File: src/rtl/imm_pkg.sv
// Shared immediate-encoding definitions: ImmSrc codes, encoder FSM states,
// result payload and the direct (non-rotated) encode function.
package imm_pkg;

  localparam int unsigned DATA_W  = 32;
  localparam int unsigned INSTR_W = 24;
  localparam int unsigned ROT_W   = 4;

  // ImmSrc codes shared with the extender and control decode
  localparam logic [1:0] IMM8    = 2'b00;
  localparam logic [1:0] IMM12   = 2'b01;
  localparam logic [1:0] IMM_BR  = 2'b10;
  localparam logic [1:0] IMM_ROT = 2'b11;

  typedef enum logic [1:0] {
    ST_IDLE   = 2'd0,
    ST_SEARCH = 2'd1,
    ST_DONE   = 2'd2
  } imm_state_t;

  typedef struct packed {
    logic [INSTR_W-1:0] instr;
    logic               fits;
  } imm_result_t;

  // Single-cycle encode for imm8, imm12 and branch modes; no-fit yields all zero
  function automatic imm_result_t encode_fixed(input logic [DATA_W-1:0] data,
                                               input logic [1:0]        src);
    imm_result_t res;
    res = '0;
    case (src)
      IMM8: begin
        if (data[31:8] == 24'h0) begin
          res.instr = {16'h0, data[7:0]};
          res.fits  = 1'b1;
        end
      end
      IMM12: begin
        if (data[31:12] == 20'h0) begin
          res.instr = {12'h0, data[11:0]};
          res.fits  = 1'b1;
        end
      end
      IMM_BR: begin
        // word aligned and bits above the 26-bit signed range are pure sign copies
        if ((data[1:0] == 2'b00) &&
            ((data[31:25] == 7'h00) || (data[31:25] == 7'h7F))) begin
          res.instr = data[25:2];
          res.fits  = 1'b1;
        end
      end
      default: res = '0;
    endcase
    return res;
  endfunction

endpackage

File: src/rtl/imm_encoder_if.sv
// Request/response bus of the immediate encoder.
// master: requester (drives request and out_ready); slave: encoder.
interface imm_encoder_if;
  import imm_pkg::*;

  logic                in_valid;
  logic                in_ready;
  logic [DATA_W-1:0]   Data_in;
  logic [1:0]          ImmSrc;
  logic                out_valid;
  logic                out_ready;
  logic [INSTR_W-1:0]  Instr;
  logic                fits;

  modport master (
    output in_valid, Data_in, ImmSrc, out_ready,
    input  in_ready, out_valid, Instr, fits
  );

  modport slave (
    input  in_valid, Data_in, ImmSrc, out_ready,
    output in_ready, out_valid, Instr, fits
  );

endinterface

File: src/rtl/imm_rot_check.sv
// Combinational test of one rotation candidate for the rotated-imm8 form.
// value : constant being encoded
// r     : rotate field candidate (rotation amount 2*r)
// hit   : rotate-left(value, 2*r) fits in 8 bits
// imm8  : low byte of the rotated value
module imm_rot_check
  import imm_pkg::*;
(
  input  logic [DATA_W-1:0] value,
  input  logic [ROT_W-1:0]  r,
  output logic              hit,
  output logic [7:0]        imm8
);

  logic [4:0]        amt;
  logic [DATA_W-1:0] t;

  // Left-rotate here undoes the extender's right-rotate; a 32-bit shift yields 0 when r==0
  always_comb begin
    amt  = {r, 1'b0};
    t    = (value << amt) | (value >> (6'd32 - 6'(amt)));
    hit  = (t[31:8] == 24'h0);
    imm8 = t[7:0];
  end

endmodule

File: src/rtl/imm_encoder.sv
// Immediate encoder: maps a 32-bit constant/offset and ImmSrc mode to the
// 24-bit instruction immediate field, with a fits flag.
// clk   : clock, rising edge
// rst_n : synchronous active-low reset
// bus   : imm_encoder_if.slave (valid/ready request in, valid/ready result out)
module imm_encoder
  import imm_pkg::*;
(
  input  logic          clk,
  input  logic          rst_n,
  imm_encoder_if.slave  bus
);

  imm_state_t          state;
  logic [DATA_W-1:0]   data_q;
  logic [1:0]          src_q;
  logic [ROT_W-1:0]    r_q;
  logic                in_ready_q;
  logic                out_valid_q;
  logic [INSTR_W-1:0]  instr_q;
  logic                fits_q;

  imm_result_t         fixed_res;
  logic                rot_hit;
  logic [7:0]          rot_imm8;

  // Direct modes resolve from the live request in the acceptance cycle
  assign fixed_res = encode_fixed(bus.Data_in, bus.ImmSrc);

  imm_rot_check u_rot (
    .value (data_q),
    .r     (r_q),
    .hit   (rot_hit),
    .imm8  (rot_imm8)
  );

  // Control FSM, rotation counter, input latches and output registers
  always_ff @(posedge clk) begin
    if (!rst_n) begin
      state       <= ST_IDLE;
      data_q      <= '0;
      src_q       <= IMM8;
      r_q         <= '0;
      in_ready_q  <= 1'b1;
      out_valid_q <= 1'b0;
      instr_q     <= '0;
      fits_q      <= 1'b0;
    end else begin
      case (state)
        ST_IDLE: begin
          if (bus.in_valid) begin
            data_q     <= bus.Data_in;
            src_q      <= bus.ImmSrc;
            in_ready_q <= 1'b0;
            if (bus.ImmSrc == IMM_ROT) begin
              r_q   <= '0;
              state <= ST_SEARCH;
            end else begin
              instr_q     <= fixed_res.instr;
              fits_q      <= fixed_res.fits;
              out_valid_q <= 1'b1;
              state       <= ST_DONE;
            end
          end
        end
        ST_SEARCH: begin
          // Counter walks upward, so the first hit is the lowest rotate field
          if ((src_q == IMM_ROT) && rot_hit) begin
            instr_q     <= {12'h0, r_q, rot_imm8};
            fits_q      <= 1'b1;
            out_valid_q <= 1'b1;
            state       <= ST_DONE;
          end else if ((src_q != IMM_ROT) || (r_q == 4'd15)) begin
            instr_q     <= '0;
            fits_q      <= 1'b0;
            out_valid_q <= 1'b1;
            state       <= ST_DONE;
          end else begin
            r_q <= r_q + 4'd1;
          end
        end
        ST_DONE: begin
          if (bus.out_ready) begin
            out_valid_q <= 1'b0;
            in_ready_q  <= 1'b1;
            state       <= ST_IDLE;
          end
        end
        default: begin
          state       <= ST_IDLE;
          in_ready_q  <= 1'b1;
          out_valid_q <= 1'b0;
        end
      endcase
    end
  end

  assign bus.in_ready  = in_ready_q;
  assign bus.out_valid = out_valid_q;
  assign bus.Instr     = instr_q;
  assign bus.fits      = fits_q;

endmodule
File: src/flat_wrapper.sv
// flat-port wrapper written by rule: the top's interface ports become plain ports
module imm_encoder_flat import imm_pkg::*;
  (clk, rst_n, bus_in_valid, bus_Data_in, bus_ImmSrc, bus_out_ready, bus_in_ready, bus_out_valid, bus_Instr, bus_fits);
  imm_encoder_if bus_i ();
  input  logic clk;
  input  logic rst_n;
  input wire logic [$bits(bus_i.in_valid)-1:0] bus_in_valid;
  input wire logic [$bits(bus_i.Data_in)-1:0] bus_Data_in;
  input wire logic [$bits(bus_i.ImmSrc)-1:0] bus_ImmSrc;
  input wire logic [$bits(bus_i.out_ready)-1:0] bus_out_ready;
  output wire logic [$bits(bus_i.in_ready)-1:0] bus_in_ready;
  output wire logic [$bits(bus_i.out_valid)-1:0] bus_out_valid;
  output wire logic [$bits(bus_i.Instr)-1:0] bus_Instr;
  output wire logic [$bits(bus_i.fits)-1:0] bus_fits;
  assign bus_i.in_valid = bus_in_valid;
  assign bus_i.Data_in = bus_Data_in;
  assign bus_i.ImmSrc = bus_ImmSrc;
  assign bus_i.out_ready = bus_out_ready;
  assign bus_in_ready = bus_i.in_ready;
  assign bus_out_valid = bus_i.out_valid;
  assign bus_Instr = bus_i.Instr;
  assign bus_fits = bus_i.fits;
  imm_encoder u_core (.clk(clk), .rst_n(rst_n), .bus(bus_i));
endmodule
File: config.mk
export PLATFORM = sky130hd
export DESIGN_NAME = imm_encoder_flat
export DESIGN_NICKNAME = d
export VERILOG_FILES = /design/src/rtl/imm_pkg.sv /design/src/rtl/imm_encoder_if.sv /design/src/rtl/imm_rot_check.sv /design/src/rtl/imm_encoder.sv /design/src/flat_wrapper.sv
export SDC_FILE = /design/constraint.sdc
export NUM_CORES = 1
export LEC_CHECK = 0
export CAP_MARGIN = 15
export CORE_UTILIZATION = 58
export DETAILED_ROUTE_END_ITERATION = 8
export GPL_ROUTABILITY_DRIVEN = 0
export HOLD_SLACK_MARGIN = 0.03
export MAX_ROUTING_LAYER = met4
export PLACE_DENSITY = 0.89
export SKIP_CTS_REPAIR_TIMING = 1
export SLEW_MARGIN = 5
export SYNTH_ARGS = -nofsm -noshare
export SYNTH_HDL_FRONTEND = slang
export SYNTH_SLANG_ARGS = --single-unit
File: constraint.sdc
create_clock -name clk -period 6.9 [get_ports clk]
set_input_delay 0.69 -clock clk [delete_from_list [all_inputs] [get_ports clk]]
set_output_delay 0.69 -clock clk [all_outputs]
set_load 0.01 [all_outputs]
==> results of run 1 <==
-- through the flow --
stage               power (uW)  util (%)  hold WS, ps  cell area, sq um  std cells
floorplan                566.7         -        436.4              4982        645
global placement         637.7     66.26        442.1              5472        754
detailed placement       647.0     66.26        454.9              5472        754
CTS                      962.9     68.61        465.8              5665        769
global route              1007     68.61        487.6              5665        769
finish                   969.4     68.61        461.4              5665        769
-- synth_stat cells (11+ instances only) --
| master | count | share of area (%) |
|---|---|---|
| dfxtp_1 | 67 | 27 |
| buf_2 | 12 | 1.2 |
| mux2i_1 | 40 | 8.0 |
| a211oi_1 | 14 | 2.1 |
| nand3_1 | 11 | 1.1 |
| mux4_2 | 17 | 7.7 |
| nor3_1 | 24 | 2.4 |
| clkbuf_1 | 40 | 3.0 |
| nand2_1 | 117 | 8.8 |
| a22oi_1 | 13 | 2.0 |
| nor4_1 | 14 | 1.8 |
| nor2_1 | 39 | 2.9 |
| a21oi_1 | 83 | 8.3 |
| o21ai_0 | 17 | 1.7 |
-- kinds of logic (layout without fill, tap and decap cells) --
family | after synthesis | after routing | synth area share (%)
AOI/OAI and AO/OA | 190 | 190 | 24.49
xor gates and xnor gates | 2 | 2 | 0.3516
adders and majority gates | 2 | 2 | 0.5022
buffers and inverters | 72 | 91 | 7.082
DFF | 67 | 67 | 26.92
muxes | 58 | 58 | 15.95
and+or+nand+nor | 254 | 254 | 24.71
-- cell usage in the layout, fill, tap and decap left out, types with 3 or more instances in the layout --
| cell | instances |
|---|---|
| nand4_1 | 3 |
| nand2_1 | 117 |
| o21ai_0 | 17 |
| mux4_2 | 17 |
| a21o_1 | 3 |
| a211oi_1 | 14 |
| clkbuf_8 | 11 |
| nand2b_1 | 3 |
| and2_1 | 6 |
| nand3_1 | 11 |
| o31ai_1 | 9 |
| inv_1 | 5 |
| nor3b_1 | 7 |
| nor2_1 | 38 |
| or3_1 | 3 |
| a31oi_1 | 8 |
| nor4_1 | 14 |
| and3_1 | 4 |
| a21oi_1 | 83 |
| o2bb2ai_1 | 4 |
| a22oi_1 | 13 |
| mux2i_1 | 40 |
| buf_4 | 5 |
| clkdlybuf4s50_1 | 64 |
| nor2b_1 | 5 |
| o211ai_1 | 4 |
| nor4b_1 | 3 |
| or2_2 | 3 |
| a211o_1 | 7 |
| nor3_1 | 24 |
| dfxtp_1 | 66 |
-- layer usage --
| metal | vias to the layer above | part of all wire, % | GRT usage (%) |
|---|---|---|---|
| met4 | 0 | 4.8 | 17.80 |
| li1 | 2411 | - | - |
| met2 | 390 | 46 | 55.64 |
| met3 | 92 | 11 | 8.213 |
| met1 | 2497 | 39 | 46.15 |
| met5 | - | 0 | - |
-- path summary, 6_finish.rpt --
| check | slack [ps] | to | cells past startpoint | from |
|---|---|---|---|---|
| hold reg to reg | 460 | u_core.bus.Instr[18]$_SDFFE_PN0P_ | 2 | u_core.bus.Instr[18]$_SDFFE_PN0P_ |
| setup reg to reg | 1280 | u_core.bus.fits$_SDFFE_PN0P_ | 9 | u_core.r_q[1]$_SDFFE_PN0P_ |
| hold / removal | 460 | u_core.bus.Instr[18]$_SDFFE_PN0P_ | 2 | u_core.bus.Instr[18]$_SDFFE_PN0P_ |
| setup / recovery | 1280 | u_core.bus.fits$_SDFFE_PN0P_ | 9 | u_core.r_q[1]$_SDFFE_PN0P_ |
-- cell type report --
type | instances | area (sq um) | area share, %
Inverter | 7 | 26.28 | 0.4638
Clock inverter | 2 | 35.03 | 0.6184
Clock buffer | 13 | 158.9 | 2.805
Tap cell | 105 | 131.4 | 2.319
Multi-Input combinational cell | 506 | 3293 | 58.13
Timing Repair Buffer | 69 | 678.2 | 11.97
Sequential cell | 67 | 1343 | 23.70
-- registers in the layout (all words and copies together) (netlist names) --
name / count
u_core.bus.Instr: 24
u_core.bus.fits: 1
u_core.bus.in_ready: 1
u_core.bus.out_valid: 1
u_core.data_q: 32
u_core.r_q: 4
u_core.src_q: 2
u_core.state: 2
-- power breakdown --
group | switching [uW] | internal (uW) | leakage [uW]
sequential | 40.2 | 408 | 0.000549
combinational | 104 | 94.0 | 0.00125
clock | 138 | 184 | 0.0000995
total | 283 | 687 | 0.00189
-- tightest hold or removal path: cells and delay by family (launching register included) --
family / cells / cell delay (ps)
and+or+nand+nor: 1 / 50
DFF: 1 / 310
muxes: 1 / 50
==> reports/results.ini, run 1 <==
[synthesis]
ys.flop_type = dfxtp_1
synth_cell_types = 70
syn_area_sq_um = 4982
async_flop_share_pct = 0
syn-instance-count = 645
syn_nets = 685
synth-edff-count = 0
ys_warn_count = 0
seq_area_frac_synth_pct = 26.92
synth_seq_cells = 67
postSynthAreaPerCell_sq_um = 7.724

[critical_path]
worst_ep_arrival_time_ps = 5850
path_class = flip-flop to flip-flop
crit_slowest_cell = ha_2
endpoint_kind = flip-flop
critical-path-top-delay-family = compound AO/OA/AOI/OAI gates
cp_max_fo = 52
critPathLaunchType = flip-flop
crit_required_ps = 7130
path_buf_inv = 1
critical_path.cell_chain = inv_1 > ha_2 > mux4_2 > nor4_1 > a31oi_1 > nor4_4 > a41o_1 > nand2_2 > o311a_1
cp_slowest_stage_delay_ps = 1190

[clocking]
cts_max_level = 3
clock_path_buffers = 2
cts_tree = done
clock_latency_ps = 340
path_clk_slew_ps = 70
clock_sinks = 67
cts_buffers = 9
clockRootBuffer = clkbuf_8

[floorplan]
ioPinCount = 65
die_y_um = 94.68
num_rows = 33
start_util_pct = 60.33
core-area_sq_um = 8258
die_w_um = 94.68
die_area_sq_um = 8964

[detailed_routing]
ant_nets = 0
dr.pass1.iters = 8
drcViolationCount = 0
wl_um = 15430
vias = 5390
wl_per_cell_um = 20.06
drt-initial-drc-count = 778
viasPerCell = 7.009

[timing]
fin_ws_ps = 1280
slew_headroom_pct = 24.45
finalCritPeriodShare_pct = 81.45
grt_setup_unrepaired = no
slew_violations = 0
worst_slew_pin_slew_ps = 1133
setup_violations = 0
hold_viol_final = 0
clock-skew-final_ps = 8.589
setup_tns_ps = 0
period_needed_ps = 5620
clock.fmax_mhz = 177.9

[final_layout]
fin_nets = 700
area_delta_synth_final_pct = 13.71
antenna_cells = 0
fill_cells = 642
drive_above_1_share_pct = 8.133

[power_and_ir_drop]
ir_worst_vdd_mv = 0.1460
power_leakage_uw = 0.001895
power_density_nw_per_um2 = 171.1

[global_routing]
overflow = 0
grt_max_degree = 77
antenna_found_initial = 0
grt_first_pass_wirelength_um = 24890
grt_use_total_pct = 36.72
first_global_vias = 4923

[outcome]
status = finished, final reports clean

[worst_hold_path]
min_path_type = flip-flop to flip-flop

[place]
port_buffers = 64
pre_cts_slack_ps = 1430
dp_hpwl_um = 10820

[job]
max-cap-violations = 0

Note: power is estimated with default switching activity, not from simulation.
==> inputs of run 2 (changes only) <==
--- a/config.mk
+++ b/config.mk
@@ -6,12 +6,12 @@
 export NUM_CORES = 1
 export LEC_CHECK = 0
 export CAP_MARGIN = 15
-export CORE_UTILIZATION = 58
+export CORE_UTILIZATION = 56
 export DETAILED_ROUTE_END_ITERATION = 8
 export GPL_ROUTABILITY_DRIVEN = 0
 export HOLD_SLACK_MARGIN = 0.03
 export MAX_ROUTING_LAYER = met4
-export PLACE_DENSITY = 0.89
+export PLACE_DENSITY = 0.87
 export SKIP_CTS_REPAIR_TIMING = 1
 export SLEW_MARGIN = 5
 export SYNTH_ARGS = -nofsm -noshare
==> constraint.sdc (replaced) <==
create_clock -name clk -period 5.55 [get_ports clk]
set_input_delay 0.555 -clock clk [delete_from_list [all_inputs] [get_ports clk]]
set_output_delay 0.555 -clock clk [all_outputs]
set_load 0.01 [all_outputs]
==> run 2 against run 1 <==
  * First-iteration DRC count down 13%
  * Maximum frequency up 29%
  * Sequential power up 24%
==> reports/results.ini, run 2 (synthesis gave the netlist of run 1 again) <==
[final_layout]
fin_util_pct = 66.05  ; was 68.61%
final_cell_mix = nand2_1 (117), a21oi_1 (83), dfxtp_1 (66), clkdlybuf4s50_1 (64), mux2i_1 (40)  ; unchanged
antenna_cells = 0  ; unchanged
stdcell_area_sq_um = 5732  ; was 5665 sq um
area_delta_synth_final_pct = 15.04  ; was 13.71%
fin_nets = 704  ; was 700
layout_commonest_cell = nand2_1  ; unchanged
largest_reg_flops = 32  ; unchanged
top_register = u_core.data_q  ; unchanged
drive_above_1_share_pct = 9.118  ; was 8.133%

[timing]
finalCritPeriodShare_pct = 78.26  ; was 81.45%
clock.fmax_mhz = 230.2  ; was 177.9 MHz
worst_slew_pin_slew_ps = 1151  ; was 1133 ps
clock-skew-final_ps = 10.63  ; was 8.589 ps
setup_violations = 0  ; unchanged
fin_ws_ps = 1206  ; was 1280 ps
hold_viol_final = 0  ; unchanged
slew_violations = 0  ; unchanged
grt_setup_unrepaired = no  ; unchanged
period_needed_ps = 4344  ; was 5620 ps
slew_headroom_pct = 23.28  ; was 24.45%
setup_tns_ps = 0  ; unchanged

[power_and_ir_drop]
p_int_uw = 889.9  ; was 686.6 uW
p_comb_share_pct = 19.8  ; was 20.4%
power_frac_clock_pct = 36.1  ; was 33.3%
power_leakage_uw = 0.001923  ; was 0.001895 uW
p_sw_uw = 368.5  ; was 282.7 uW
ir_worst_vdd_mv = 0.2304  ; was 0.1460 mV
swShare_pct = 29.28  ; was 29.16%
power_frac_seq_pct = 44.1  ; was 46.3%
power_density_nw_per_um2 = 219.5  ; was 171.1 nW/um^2

[clocking]
clock_latency_ps = 340  ; about the same
cts_buffers = 9  ; unchanged
clock_sinks = 67  ; unchanged
clockRootBuffer = clkbuf_8  ; unchanged
path_clk_slew_ps = 70  ; about the same
cts_tree = done  ; unchanged
cts_max_level = 3  ; unchanged
clock_path_buffers = 2  ; unchanged

[place]
port_buffers = 64  ; unchanged
dp_hpwl_um = 10790  ; was 10820 um
placed_area_sq_um = 5505  ; was 5472 sq um
pre_cts_slack_ps = 1348  ; was 1430 ps

[critical_path]
worst_ep_arrival_time_ps = 4520  ; was 5850 ps
crit-reg2reg-launch = u_core.r_q[0]$_SDFFE_PN0P_  ; was u_core.r_q[1]$_SDFFE_PN0P_
crit_start = u_core.r_q[0]$_SDFFE_PN0P_  ; was u_core.r_q[1]$_SDFFE_PN0P_
critPathLaunchType = flip-flop  ; unchanged
endpoint_kind = flip-flop  ; unchanged
ff2ff_setup_slack_ps = 1210  ; was 1280 ps
path_class = flip-flop to flip-flop  ; unchanged
cp_max_fo = 45  ; was 52
crit_required_ps = 5730  ; was 7130 ps

[floorplan]
die_w_um = 96.33  ; was 94.68 um
core-area_sq_um = 8678  ; was 8258 sq um
ioPinCount = 65  ; unchanged
start_util_pct = 57.41  ; was 60.33%
num_rows = 34  ; was 33
die_y_um = 96.33  ; was 94.68 um
die_area_sq_um = 9279  ; was 8964 sq um

[worst_hold_path]
min_path_type = flip-flop to flip-flop  ; unchanged
hp-start = u_core.src_q[1]$_SDFFE_PN0P_  ; was u_core.bus.Instr[18]$_SDFFE_PN0P_

[detailed_routing]
ant_nets = 0  ; unchanged
dr.pass1.iters = 6  ; was 8
vias = 5427  ; was 5390
viasPerCell = 6.985  ; was 7.009
wl_per_cell_um = 19.83  ; was 20.06 um
drcViolationCount = 0  ; unchanged
drt-initial-drc-count = 679  ; was 778
wl_um = 15410  ; was 15430 um

[global_routing]
grt_first_pass_wirelength_um = 24620  ; was 24890 um
overflow = 0  ; unchanged
grt_max_degree = 77  ; unchanged
first_global_vias = 4930  ; was 4923
grt_use_total_pct = 35.68  ; was 36.72%
antenna_found_initial = 0  ; unchanged

[job]
max-cap-violations = 0  ; unchanged

[outcome]
status = finished, final reports clean  ; unchanged

==> run 2: worst max-delay path, stage by stage, from the launching register on <==
cell      delay [ps]
dfxtp_2          340
inv_2            140
ha_2             980
mux4_2           480
nor4b_1          470
nor3_1           160
nor4_4           420
a41oi_1          320
nor3_2           700
a211oi_1         180
==> run 2: routing by layer <==
metal	part of all wire (%)	vias to the layer above	wire, um	GRT usage, %
met5	0	-	0	-
li1	-	2424	-	-
met2	45	399	6989	54.31
met4	4.7	0	718	19.24
met1	39	2518	6025	45.22
met3	11	86	1675	5.924
==> run 2: path summary, 6_finish.rpt <==
path | cells after the start | endpoint
setup reg to reg | 9 | u_core.bus.Instr[9]$_SDFFE_PN0P_
hold / removal | 2 | u_core.src_q[1]$_SDFFE_PN0P_
hold reg to reg | 2 | u_core.src_q[1]$_SDFFE_PN0P_
setup / recovery | 9 | u_core.bus.Instr[9]$_SDFFE_PN0P_
==> run 2: cell type report <==
| cell class | instances | area, sq um |
|---|---|---|
| clock inverters | 6 | 88.84 |
| repair buffers | 73 | 708.2 |
| flip-flops and latches | 67 | 1343 |
| inverters | 7 | 26.28 |
| multi-input cells | 506 | 3293 |
| fillers | 722 | 2947 |
| well taps | 108 | 135.1 |
| clock buffers | 10 | 137.6 |
==> run 2: metrics by stage <==
| step | power, uW | cells | hold slack (ps) |
|---|---|---|---|
| after detailed placement | 803.9 | 761 | 448.1 |
| final | 1258 | 777 | 457.1 |
| after CTS | 1249 | 777 | 457.8 |
| after floorplan | 704.5 | 645 | 436.4 |
| after global placement | 794.6 | 761 | 442.6 |
| after global routing | 1303 | 777 | 476.1 |
==> run 2: power by group through the flow <==
stage	clock, uW	sequential (uW)	combinational, uW
floorplan	0	540	165
global placement	0	561	234
detailed placement	0	563	241
CTS	454	552	243
global route	476	557	270
finish	454	555	249
